--- config.mk ---
export PLATFORM = sky130hd
export DESIGN_NAME = sa_host_sequencer_flat
export DESIGN_NICKNAME = d
export VERILOG_FILES = /design/src/rtl/sa_seq_pkg.sv /design/src/rtl/sa_host_sequencer_if.sv /design/src/rtl/sa_seq_timeout.sv /design/src/rtl/sa_host_sequencer.sv /design/src/flat_wrapper.sv
export SDC_FILE = /design/constraint.sdc
export NUM_CORES = 1
export LEC_CHECK = 0
export CAP_MARGIN = 20
export CORE_UTILIZATION = 50
export DETAILED_ROUTE_END_ITERATION = 12
export PLACE_DENSITY = 0.85
export SKIP_CTS_REPAIR_TIMING = 1
export SYNTH_ARGS = -nofsm -noshare
export SYNTH_HDL_FRONTEND = slang
export SYNTH_SLANG_ARGS = --single-unit
--- constraint.sdc ---
create_clock -name clk -period 4.4 [get_ports clk]
set_input_delay 1.32 -clock clk [delete_from_list [all_inputs] [get_ports clk]]
set_output_delay 1.32 -clock clk [all_outputs]
set_load 0.01 [all_outputs]
--- src/rtl/sa_seq_pkg.sv ---
// Shared types and helpers for the systolic-array host sequencer.
// Holds the FSM state encoding, default parameter values and the
// counter-width helper used to size the beat, readback, job and timeout counters.
package sa_seq_pkg;

  typedef enum logic [2:0] {
    IDLE      = 3'd0,
    LOAD_AB   = 3'd1,
    START     = 3'd2,
    WAIT_DONE = 3'd3,
    RD_REQ    = 3'd4,
    RD_CAP    = 3'd5,
    RD_PUSH   = 3'd6
  } state_t;

  localparam int DEF_DATA_W      = 16;
  localparam int DEF_DIM         = 8;
  localparam int DEF_OUT_DEPTH   = 256;
  localparam int DEF_ADDR_W      = 8;
  localparam int DEF_INST_W      = 6;
  localparam int DEF_INST_DEPTH  = 16;
  localparam int DEF_TIMEOUT_CYC = 4096;

  // Bits needed to hold the values 0..n-1 (never less than one bit).
  function automatic int cnt_w(input int n);
    return (n <= 2) ? 1 : $clog2(n);
  endfunction

endpackage

--- src/rtl/sa_host_sequencer_if.sv ---
// Bus bundle between the host sequencer and its neighbours: the command and
// operand streams in, the top's load/read/handshake ports, and the readback
// stream out. master = sequencer side, slave = host/top/sink side.
//
// Handshake rule for cmd, s and m streams: a beat transfers on a rising clock
// edge where valid and ready are both high; a source must hold valid and its
// payload stable until that edge, and ready never depends on valid.
interface sa_host_sequencer_if
  import sa_seq_pkg::*;
#(
  parameter int DATA_W = DEF_DATA_W,
  parameter int ADDR_W = DEF_ADDR_W,
  parameter int INST_W = DEF_INST_W
);
  logic              cmd_valid;
  logic              cmd_ready;
  logic [INST_W-1:0] cmd_inst;
  logic              s_valid;
  logic              s_ready;
  logic [DATA_W-1:0] s_data_a;
  logic [DATA_W-1:0] s_data_b;
  logic [ADDR_W-1:0] addr_A;
  logic [ADDR_W-1:0] addr_B;
  logic [ADDR_W-1:0] addr_I;
  logic [ADDR_W-1:0] addr_O;
  logic              en_A;
  logic              en_B;
  logic              en_I;
  logic              en_O;
  logic [DATA_W-1:0] data_A;
  logic [DATA_W-1:0] data_B;
  logic [INST_W-1:0] data_I;
  logic [DATA_W-1:0] data_O;
  logic              out_valid;
  logic              ap_start;
  logic              ap_done;
  logic              m_valid;
  logic              m_ready;
  logic [DATA_W-1:0] m_data;
  logic              m_ok;
  logic              m_last;
  logic              busy;
  logic              err;

  modport master (
    input  cmd_valid, cmd_inst, s_valid, s_data_a, s_data_b,
           data_O, out_valid, ap_done, m_ready,
    output cmd_ready, s_ready, addr_A, addr_B, addr_I, addr_O,
           en_A, en_B, en_I, en_O, data_A, data_B, data_I,
           ap_start, m_valid, m_data, m_ok, m_last, busy, err
  );

  modport slave (
    output cmd_valid, cmd_inst, s_valid, s_data_a, s_data_b,
           data_O, out_valid, ap_done, m_ready,
    input  cmd_ready, s_ready, addr_A, addr_B, addr_I, addr_O,
           en_A, en_B, en_I, en_O, data_A, data_B, data_I,
           ap_start, m_valid, m_data, m_ok, m_last, busy, err
  );

endinterface

--- src/rtl/sa_seq_timeout.sv ---
// Loadable down-counter. o_expire pulses in the enabled cycle where the count
// is 1, i.e. after exactly i_load_val enabled cycles following the load.
module sa_seq_timeout #(
  parameter int CNT_W = 13
) (
  input  logic             clk,
  input  logic             rst_n,
  input  logic             i_load,
  input  logic [CNT_W-1:0] i_load_val,
  input  logic             i_en,
  output logic             o_expire
);

  logic [CNT_W-1:0] r_cnt;

  // Load has priority; count down only while enabled and not yet empty.
  always_ff @(posedge clk or negedge rst_n) begin
    if (!rst_n) begin
      r_cnt <= '0;
    end else if (i_load) begin
      r_cnt <= i_load_val;
    end else if (i_en && (r_cnt != '0)) begin
      r_cnt <= r_cnt - 1'b1;
    end
  end

  assign o_expire = i_en && (r_cnt == CNT_W'(1));

endmodule

--- src/rtl/sa_host_sequencer.sv ---
// Host-side job sequencer for the systolic-array top: takes a command and a
// DIM*DIM A/B operand stream, writes the I/A/B memories, runs the
// ap_start/ap_done handshake with a completion timeout, then streams the
// OUT_DEPTH-word output buffer back with backpressure.
// Optional build macro SA_SEQ_PERF_EN adds perf_cycles/perf_jobs counters.
module sa_host_sequencer
  import sa_seq_pkg::*;
#(
  parameter int DATA_W      = DEF_DATA_W,
  parameter int DIM         = DEF_DIM,
  parameter int OUT_DEPTH   = DEF_OUT_DEPTH,
  parameter int ADDR_W      = DEF_ADDR_W,
  parameter int INST_W      = DEF_INST_W,
  parameter int INST_DEPTH  = DEF_INST_DEPTH,
  parameter int TIMEOUT_CYC = DEF_TIMEOUT_CYC
) (
  input  logic                 clk,
  input  logic                 rst_n,
  sa_host_sequencer_if.master  bus,
  output state_t               o_dbg_state
`ifdef SA_SEQ_PERF_EN
  , output logic [31:0]        perf_cycles
  , output logic [15:0]        perf_jobs
`endif
);

  localparam int NBEAT  = DIM * DIM;
  localparam int BEAT_W = cnt_w(NBEAT);
  localparam int RD_W   = cnt_w(OUT_DEPTH);
  localparam int JOB_W  = cnt_w(INST_DEPTH);
  localparam int TMO_W  = cnt_w(TIMEOUT_CYC + 1);

  if (NBEAT > (1 << ADDR_W)) begin : g_bad_dim
    $fatal(1, "sa_host_sequencer: DIM*DIM does not fit in ADDR_W address bits");
  end
  if (OUT_DEPTH > (1 << ADDR_W)) begin : g_bad_depth
    $fatal(1, "sa_host_sequencer: OUT_DEPTH does not fit in ADDR_W address bits");
  end

  state_t              r_state, w_nxt_state;
  logic                r_alive;
  logic                r_en_I, w_nxt_en_I;
  logic [ADDR_W-1:0]   r_addr_I, w_nxt_addr_I;
  logic [INST_W-1:0]   r_data_I, w_nxt_data_I;
  logic                r_en_AB, w_nxt_en_AB;
  logic [ADDR_W-1:0]   r_addr_AB, w_nxt_addr_AB;
  logic [DATA_W-1:0]   r_data_A, w_nxt_data_A;
  logic [DATA_W-1:0]   r_data_B, w_nxt_data_B;
  logic                r_en_O, w_nxt_en_O;
  logic [ADDR_W-1:0]   r_addr_O, w_nxt_addr_O;
  logic                r_ap_start, w_nxt_ap_start;
  logic                r_m_valid, w_nxt_m_valid;
  logic [DATA_W-1:0]   r_m_data, w_nxt_m_data;
  logic                r_m_ok, w_nxt_m_ok;
  logic                r_m_last, w_nxt_m_last;
  logic                r_err, w_nxt_err;
  logic [JOB_W-1:0]    r_job_idx, w_nxt_job_idx;
  logic [BEAT_W-1:0]   r_beat, w_nxt_beat;
  logic [RD_W-1:0]     r_rd_idx, w_nxt_rd_idx;
  logic                w_cmd_ready;
  logic                w_rd_is_last;
  logic                w_job_done;
  logic                w_tmo_expire;

  // r_alive keeps cmd_ready low while reset is held and for the first edge after.
  assign w_cmd_ready  = r_alive && (r_state == IDLE);
  assign w_rd_is_last = (r_rd_idx == RD_W'(OUT_DEPTH - 1));
  assign w_job_done   = (r_state == RD_PUSH) && bus.m_ready && w_rd_is_last;

  sa_seq_timeout #(.CNT_W(TMO_W)) u_timeout (
    .clk        (clk),
    .rst_n      (rst_n),
    .i_load     (r_state == START),
    .i_load_val (TMO_W'(TIMEOUT_CYC)),
    .i_en       (r_state == WAIT_DONE),
    .o_expire   (w_tmo_expire)
  );

  // State register.
  always_ff @(posedge clk or negedge rst_n) begin
    if (!rst_n) r_state <= IDLE;
    else        r_state <= w_nxt_state;
  end

  // Next state and next values of every registered output and counter.
  always_comb begin
    w_nxt_state    = r_state;
    w_nxt_en_I     = 1'b0;
    w_nxt_addr_I   = r_addr_I;
    w_nxt_data_I   = r_data_I;
    w_nxt_en_AB    = 1'b0;
    w_nxt_addr_AB  = r_addr_AB;
    w_nxt_data_A   = r_data_A;
    w_nxt_data_B   = r_data_B;
    w_nxt_en_O     = 1'b0;
    w_nxt_addr_O   = r_addr_O;
    w_nxt_ap_start = r_ap_start;
    w_nxt_m_valid  = r_m_valid;
    w_nxt_m_data   = r_m_data;
    w_nxt_m_ok     = r_m_ok;
    w_nxt_m_last   = r_m_last;
    w_nxt_err      = r_err;
    w_nxt_job_idx  = r_job_idx;
    w_nxt_beat     = r_beat;
    w_nxt_rd_idx   = r_rd_idx;
    case (r_state)
      IDLE: begin
        if (bus.cmd_valid && w_cmd_ready) begin
          if (bus.cmd_inst == '0) begin
            w_nxt_err = 1'b1;
          end else begin
            w_nxt_en_I   = 1'b1;
            w_nxt_addr_I = ADDR_W'(r_job_idx);
            w_nxt_data_I = bus.cmd_inst;
            w_nxt_err    = 1'b0;
            w_nxt_beat   = '0;
            w_nxt_state  = LOAD_AB;
          end
        end
      end
      LOAD_AB: begin
        if (bus.s_valid) begin
          w_nxt_en_AB   = 1'b1;
          w_nxt_addr_AB = ADDR_W'(r_beat);
          w_nxt_data_A  = bus.s_data_a;
          w_nxt_data_B  = bus.s_data_b;
          if (r_beat == BEAT_W'(NBEAT - 1)) w_nxt_state = START;
          else                              w_nxt_beat  = r_beat + 1'b1;
        end
      end
      START: begin
        w_nxt_ap_start = 1'b1;
        w_nxt_state    = WAIT_DONE;
      end
      WAIT_DONE: begin
        // A done arriving in the expiry cycle still counts as completion.
        if (bus.ap_done) begin
          w_nxt_ap_start = 1'b0;
          w_nxt_rd_idx   = '0;
          w_nxt_state    = RD_REQ;
        end else if (w_tmo_expire) begin
          w_nxt_ap_start = 1'b0;
          w_nxt_err      = 1'b1;
          w_nxt_state    = IDLE;
        end
      end
      RD_REQ: begin
        w_nxt_en_O   = 1'b1;
        w_nxt_addr_O = ADDR_W'(r_rd_idx);
        w_nxt_state  = RD_CAP;
      end
      RD_CAP: begin
        w_nxt_m_valid = 1'b1;
        w_nxt_m_data  = bus.data_O;
        w_nxt_m_ok    = bus.out_valid;
        w_nxt_m_last  = w_rd_is_last;
        w_nxt_state   = RD_PUSH;
      end
      RD_PUSH: begin
        if (bus.m_ready) begin
          w_nxt_m_valid = 1'b0;
          w_nxt_m_last  = 1'b0;
          if (w_rd_is_last) begin
            w_nxt_job_idx = (r_job_idx == JOB_W'(INST_DEPTH - 1)) ? '0 : r_job_idx + 1'b1;
            w_nxt_state   = IDLE;
          end else begin
            w_nxt_rd_idx = r_rd_idx + 1'b1;
            w_nxt_state  = RD_REQ;
          end
        end
      end
      default: w_nxt_state = IDLE;
    endcase
  end

  // Registered outputs, job index and counters.
  always_ff @(posedge clk or negedge rst_n) begin
    if (!rst_n) begin
      r_alive    <= 1'b0;
      r_en_I     <= 1'b0;
      r_addr_I   <= '0;
      r_data_I   <= '0;
      r_en_AB    <= 1'b0;
      r_addr_AB  <= '0;
      r_data_A   <= '0;
      r_data_B   <= '0;
      r_en_O     <= 1'b0;
      r_addr_O   <= '0;
      r_ap_start <= 1'b0;
      r_m_valid  <= 1'b0;
      r_m_data   <= '0;
      r_m_ok     <= 1'b0;
      r_m_last   <= 1'b0;
      r_err      <= 1'b0;
      r_job_idx  <= '0;
      r_beat     <= '0;
      r_rd_idx   <= '0;
    end else begin
      r_alive    <= 1'b1;
      r_en_I     <= w_nxt_en_I;
      r_addr_I   <= w_nxt_addr_I;
      r_data_I   <= w_nxt_data_I;
      r_en_AB    <= w_nxt_en_AB;
      r_addr_AB  <= w_nxt_addr_AB;
      r_data_A   <= w_nxt_data_A;
      r_data_B   <= w_nxt_data_B;
      r_en_O     <= w_nxt_en_O;
      r_addr_O   <= w_nxt_addr_O;
      r_ap_start <= w_nxt_ap_start;
      r_m_valid  <= w_nxt_m_valid;
      r_m_data   <= w_nxt_m_data;
      r_m_ok     <= w_nxt_m_ok;
      r_m_last   <= w_nxt_m_last;
      r_err      <= w_nxt_err;
      r_job_idx  <= w_nxt_job_idx;
      r_beat     <= w_nxt_beat;
      r_rd_idx   <= w_nxt_rd_idx;
    end
  end

  assign bus.cmd_ready = w_cmd_ready;
  assign bus.s_ready   = (r_state == LOAD_AB);
  assign bus.busy      = (r_state != IDLE);
  assign bus.en_I      = r_en_I;
  assign bus.addr_I    = r_addr_I;
  assign bus.data_I    = r_data_I;
  assign bus.en_A      = r_en_AB;
  assign bus.en_B      = r_en_AB;
  assign bus.addr_A    = r_addr_AB;
  assign bus.addr_B    = r_addr_AB;
  assign bus.data_A    = r_data_A;
  assign bus.data_B    = r_data_B;
  assign bus.en_O      = r_en_O;
  assign bus.addr_O    = r_addr_O;
  assign bus.ap_start  = r_ap_start;
  assign bus.m_valid   = r_m_valid;
  assign bus.m_data    = r_m_data;
  assign bus.m_ok      = r_m_ok;
  assign bus.m_last    = r_m_last;
  assign bus.err       = r_err;
  assign o_dbg_state   = r_state;

`ifdef SA_SEQ_PERF_EN
  logic [31:0] r_perf_cycles;
  logic [15:0] r_perf_jobs;

  // Saturating compute-cycle count and completed-job count, cleared only by reset.
  always_ff @(posedge clk or negedge rst_n) begin
    if (!rst_n) begin
      r_perf_cycles <= '0;
      r_perf_jobs   <= '0;
    end else begin
      if (r_ap_start && (r_perf_cycles != '1)) r_perf_cycles <= r_perf_cycles + 1'b1;
      if (w_job_done)                          r_perf_jobs   <= r_perf_jobs + 1'b1;
    end
  end

  assign perf_cycles = r_perf_cycles;
  assign perf_jobs   = r_perf_jobs;
`else
  logic w_unused_job_done;
  assign w_unused_job_done = w_job_done;
`endif

endmodule

--- src/flat_wrapper.sv ---
// flat-port wrapper written by rule: the top's interface ports become plain ports
module sa_host_sequencer_flat import sa_seq_pkg::*;
#(
  parameter int DATA_W      = DEF_DATA_W,
  parameter int DIM         = DEF_DIM,
  parameter int OUT_DEPTH   = DEF_OUT_DEPTH,
  parameter int ADDR_W      = DEF_ADDR_W,
  parameter int INST_W      = DEF_INST_W,
  parameter int INST_DEPTH  = DEF_INST_DEPTH,
  parameter int TIMEOUT_CYC = DEF_TIMEOUT_CYC
)
  (clk, rst_n, o_dbg_state, bus_cmd_valid, bus_cmd_inst, bus_s_valid, bus_s_data_a, bus_s_data_b, bus_data_O, bus_out_valid, bus_ap_done, bus_m_ready, bus_cmd_ready, bus_s_ready, bus_addr_A, bus_addr_B, bus_addr_I, bus_addr_O, bus_en_A, bus_en_B, bus_en_I, bus_en_O, bus_data_A, bus_data_B, bus_data_I, bus_ap_start, bus_m_valid, bus_m_data, bus_m_ok, bus_m_last, bus_busy, bus_err);
  sa_host_sequencer_if #(.DATA_W(DATA_W), .ADDR_W(ADDR_W), .INST_W(INST_W)) bus_i ();
  input  logic clk;
  input  logic rst_n;
  output state_t o_dbg_state;
  input wire logic [$bits(bus_i.cmd_valid)-1:0] bus_cmd_valid;
  input wire logic [$bits(bus_i.cmd_inst)-1:0] bus_cmd_inst;
  input wire logic [$bits(bus_i.s_valid)-1:0] bus_s_valid;
  input wire logic [$bits(bus_i.s_data_a)-1:0] bus_s_data_a;
  input wire logic [$bits(bus_i.s_data_b)-1:0] bus_s_data_b;
  input wire logic [$bits(bus_i.data_O)-1:0] bus_data_O;
  input wire logic [$bits(bus_i.out_valid)-1:0] bus_out_valid;
  input wire logic [$bits(bus_i.ap_done)-1:0] bus_ap_done;
  input wire logic [$bits(bus_i.m_ready)-1:0] bus_m_ready;
  output wire logic [$bits(bus_i.cmd_ready)-1:0] bus_cmd_ready;
  output wire logic [$bits(bus_i.s_ready)-1:0] bus_s_ready;
  output wire logic [$bits(bus_i.addr_A)-1:0] bus_addr_A;
  output wire logic [$bits(bus_i.addr_B)-1:0] bus_addr_B;
  output wire logic [$bits(bus_i.addr_I)-1:0] bus_addr_I;
  output wire logic [$bits(bus_i.addr_O)-1:0] bus_addr_O;
  output wire logic [$bits(bus_i.en_A)-1:0] bus_en_A;
  output wire logic [$bits(bus_i.en_B)-1:0] bus_en_B;
  output wire logic [$bits(bus_i.en_I)-1:0] bus_en_I;
  output wire logic [$bits(bus_i.en_O)-1:0] bus_en_O;
  output wire logic [$bits(bus_i.data_A)-1:0] bus_data_A;
  output wire logic [$bits(bus_i.data_B)-1:0] bus_data_B;
  output wire logic [$bits(bus_i.data_I)-1:0] bus_data_I;
  output wire logic [$bits(bus_i.ap_start)-1:0] bus_ap_start;
  output wire logic [$bits(bus_i.m_valid)-1:0] bus_m_valid;
  output wire logic [$bits(bus_i.m_data)-1:0] bus_m_data;
  output wire logic [$bits(bus_i.m_ok)-1:0] bus_m_ok;
  output wire logic [$bits(bus_i.m_last)-1:0] bus_m_last;
  output wire logic [$bits(bus_i.busy)-1:0] bus_busy;
  output wire logic [$bits(bus_i.err)-1:0] bus_err;
  assign bus_i.cmd_valid = bus_cmd_valid;
  assign bus_i.cmd_inst = bus_cmd_inst;
  assign bus_i.s_valid = bus_s_valid;
  assign bus_i.s_data_a = bus_s_data_a;
  assign bus_i.s_data_b = bus_s_data_b;
  assign bus_i.data_O = bus_data_O;
  assign bus_i.out_valid = bus_out_valid;
  assign bus_i.ap_done = bus_ap_done;
  assign bus_i.m_ready = bus_m_ready;
  assign bus_cmd_ready = bus_i.cmd_ready;
  assign bus_s_ready = bus_i.s_ready;
  assign bus_addr_A = bus_i.addr_A;
  assign bus_addr_B = bus_i.addr_B;
  assign bus_addr_I = bus_i.addr_I;
  assign bus_addr_O = bus_i.addr_O;
  assign bus_en_A = bus_i.en_A;
  assign bus_en_B = bus_i.en_B;
  assign bus_en_I = bus_i.en_I;
  assign bus_en_O = bus_i.en_O;
  assign bus_data_A = bus_i.data_A;
  assign bus_data_B = bus_i.data_B;
  assign bus_data_I = bus_i.data_I;
  assign bus_ap_start = bus_i.ap_start;
  assign bus_m_valid = bus_i.m_valid;
  assign bus_m_data = bus_i.m_data;
  assign bus_m_ok = bus_i.m_ok;
  assign bus_m_last = bus_i.m_last;
  assign bus_busy = bus_i.busy;
  assign bus_err = bus_i.err;
  sa_host_sequencer #(.DATA_W(DATA_W), .DIM(DIM), .OUT_DEPTH(OUT_DEPTH), .ADDR_W(ADDR_W), .INST_W(INST_W), .INST_DEPTH(INST_DEPTH), .TIMEOUT_CYC(TIMEOUT_CYC)) u_core (.clk(clk), .rst_n(rst_n), .bus(bus_i), .o_dbg_state(o_dbg_state));
endmodule
==> impl_metrics.yaml <==
sta:
  grt_setup_unrepaired: "no"
  timing.final.crit_period_ns: 3.72
  hold_violations: 0
  tns_ns: 0
  worst_pin_slew_ns: 0.928
  max_freq_ghz: 0.269
  maxSlewViolCount: 0
  skew_ns: 0.0108
  post-route-period-util_pct: 84.5
  slew_headroom_pct: 38.1
  finalSetupViolCount: 0
global_route:
  antenna_found_initial: 0
  grt_pass1_wl_mm: 20.2
  grt_pass1_vias: 4144
  gr-total-overflow: 0
  grt_max_degree: 75
  grt_use_total_pct: 23.8
worst_setup_path:
  rr_startpoint: "u_core.o_dbg_state[1]"
  crit_type: "reg -> out"
  crit_arrival_ns: 2.40
  critPathMaxFanout: 20
  required_ns: 3.08
  r2r_slack_ns: 1.75
  r2r_cells: 4
  worstSetupEndpoint: "bus_s_ready"
  worstSetupEndpointType: "primary output"
  rr_endpoint: "u_core.bus.data_B[13]"
  cp-startpoint: "u_core.o_dbg_state[1]"
  worstSetupStartpointType: "flip-flop"
yosys:
  synth_common_cells: "dfrtp_1, mux2_2, nand2_1"
  async_flop_share_pct: 100
  ys_ff_latch: 115
  synth_edf_count: 0
  yosys.area.top_type: "dfrtp_1"
  ys_seq_area_share_pct: 54.9
  synth_warnings: 0
  synth_area_mm2: 0.00524
  synthFlopType: "dfrtp_1"
  ys_types: 61
  synthCells: 430
  synth.area.top_cells: "dfrtp_1, mux2_2, nand2_1, buf_4, a21oi_1"
  synth_top_area_share_pct: 54.9
  yosysMostFrequentCell: "dfrtp_1"
  avgSynthCellArea_um2: 12.2
clock_network:
  ctsLongestPathBuffers: 2
  clock_sinks: 115
  cts_buffers: 17
  clk_pin_slew_worst_paths_ns: 0.06
  cts_tree: "done"
  clk_latency_ns: 0.52
  cts_max_level: 4
  root_buffer: "clkbuf_8"
floorplanning:
  ios: 162
  die_h_um: 104
  start_util_pct: 51.2
  core_region_area_mm2: 0.0102
  die-area_mm2: 0.0109
  fp.dieW_um: 104
  row_count: 37
hold_path:
  min_path_type: "reg -> reg"
  worstHoldStart: "u_core.bus.m_valid"
route:
  vias: 3989
  avgRoutedWirePerCell_um: 16.9
  route.detailed.drc: 0
  drtPass1Iterations: 5
  via_per_inst: 5.49
  routed_wl_mm: 12.3
  drtAntennaViolNets: 0
  drt_iter0_markers: 348
finish:
  syn_to_final_growth_pct: 40.8
  final_layout_size_suffix_gt1_share_pct: 20.0
  num_antenna_cells: 0
  final_nets: 645
  utilization_pct: 72.1
placed_design:
  io_buffers: 153
  routabilityCongestion: 0.842
  dp_hpwl_mm: 8.37
power:
  leakagePower_nw: 3.18
  powerDensity_mw_per_mm2: 705
  vdd_drop_max_uv: 418
status:
  status: "complete, no violations"
run:
  drv_cap: 0
worst max-delay path: stages, from the launching register on:
cell and delay, ns:
dfrtp_1 0.62, or3b_4 0.53, inv_2 0.16, clkdlybuf4s50_1 0.58
cells by family (layout without fill, tap and decap cells):
logic type	Yosys count	after routing	synth area share, %
compound gates	69	69	9.40
other cells	2	9	0.143
buf+inv	43	197	5.13
mux	71	71	15.2
simple gates	122	122	13.5
xor+xnor	2	2	0.334
flops	115	115	54.9
fa+ha+maj	6	6	1.43
where the power goes:
part | total (mW) | internal [mW] | leakage, nW | switching (mW)
combinational | 2.05 | 1.17 | 1.45 | 0.871
sequential | 1.79 | 1.46 | 1.43 | 0.325
clock | 1.37 | 0.910 | 0.296 | 0.460
total | 5.20 | 3.55 | 3.18 | 1.66
metal layers:
metal	global-route usage [%]	vias to the layer above	share of wire (%)
met1	28.2	1969	40
met4	8.78	0	1.1
met3	6.89	12	6.6
li1	-	1839	-
met2	41.0	169	52
met5	0	-	0
flip-flops by register name, summed over array words and instances, names as in the netlist, 3 cells and up:
name	cells
u_core.bus.data_B	16
u_core.bus.m_data	16
u_core.bus.addr_I	4
u_core.r_job_idx	4
u_core.bus.data_A	16
u_core.bus.addr_O	8
u_core.u_timeout.r_cnt	13
u_core.bus.addr_A	6
u_core.r_rd_idx	8
u_core.o_dbg_state	3
u_core.r_beat	6
u_core.bus.data_I	6
layout by cell type, fill, tap and decap left out, types with 3 or more instances in the layout:
cell type | synthesis | layout
a31oi_1 | 4 | 4
nand4_1 | 10 | 10
mux2_2 | 67 | 67
buf_4 | 17 | 3
nor2b_1 | 4 | 4
and4_1 | 4 | 4
mux2i_1 | 3 | 3
and3_1 | 5 | 5
a21oi_1 | 19 | 19
nand3b_1 | 3 | 3
a21o_1 | 3 | 3
clkbuf_8 | 0 | 8
nor2_1 | 12 | 12
o21ai_0 | 12 | 12
nand2_1 | 39 | 39
a31o_2 | 3 | 3
nand3_1 | 13 | 13
inv_1 | 7 | 7
ha_1 | 6 | 6
o31ai_1 | 4 | 4
nor3_1 | 4 | 4
nor4_1 | 3 | 3
dfrtp_1 | 115 | 115
or4_1 | 3 | 3
conb_1 | 2 | 9
or3_1 | 5 | 5
o21a_1 | 5 | 5
clkbuf_16 | 0 | 16
clkdlybuf4s50_1 | 0 | 152
and3b_1 | 4 | 4
how the worst min path moves through the flow:
stage	to	slack (ns)	depth (start not counted)
2_1_floorplan	u_core.r_rd_idx[0]	0.49	1
3_3_place_gp	u_core.bus.data_I[3]	0.46	2
3_5_place_dp	u_core.bus.m_valid	0.46	2
4_1_cts	u_core.bus.m_valid	0.48	2
5_1_grt	u_core.bus.addr_O[2]	0.52	1
6_report	u_core.bus.m_valid	0.47	2
stage by stage:
stage          instances  setup WS, ns  total power [mW]  hold slack [ns]  instance area [µm²]
5_1_grt              727         0.625              5.47            0.519                 7380
2_1_floorplan        437          1.57              2.85            0.495                 5270
4_1_cts              727         0.684              5.24            0.477                 7380
3_3_place_gp         695          1.01              3.73            0.460                 6770
3_5_place_dp         695         0.966              3.82            0.465                 6770
6_report             727         0.681              5.20            0.474                 7380
layout make-up:
class / count / area, µm²
clock buffer: 25 / 514
clock inverter: 7 / 93.8
fill: 686 / 2850
inverter: 9 / 36.3
multi-input combinational: 279 / 2120
sequential: 115 / 2880
tap: 136 / 170
timing repair buffer: 156 / 1560
No activity file was read; power rests on OpenSTA's default activity.
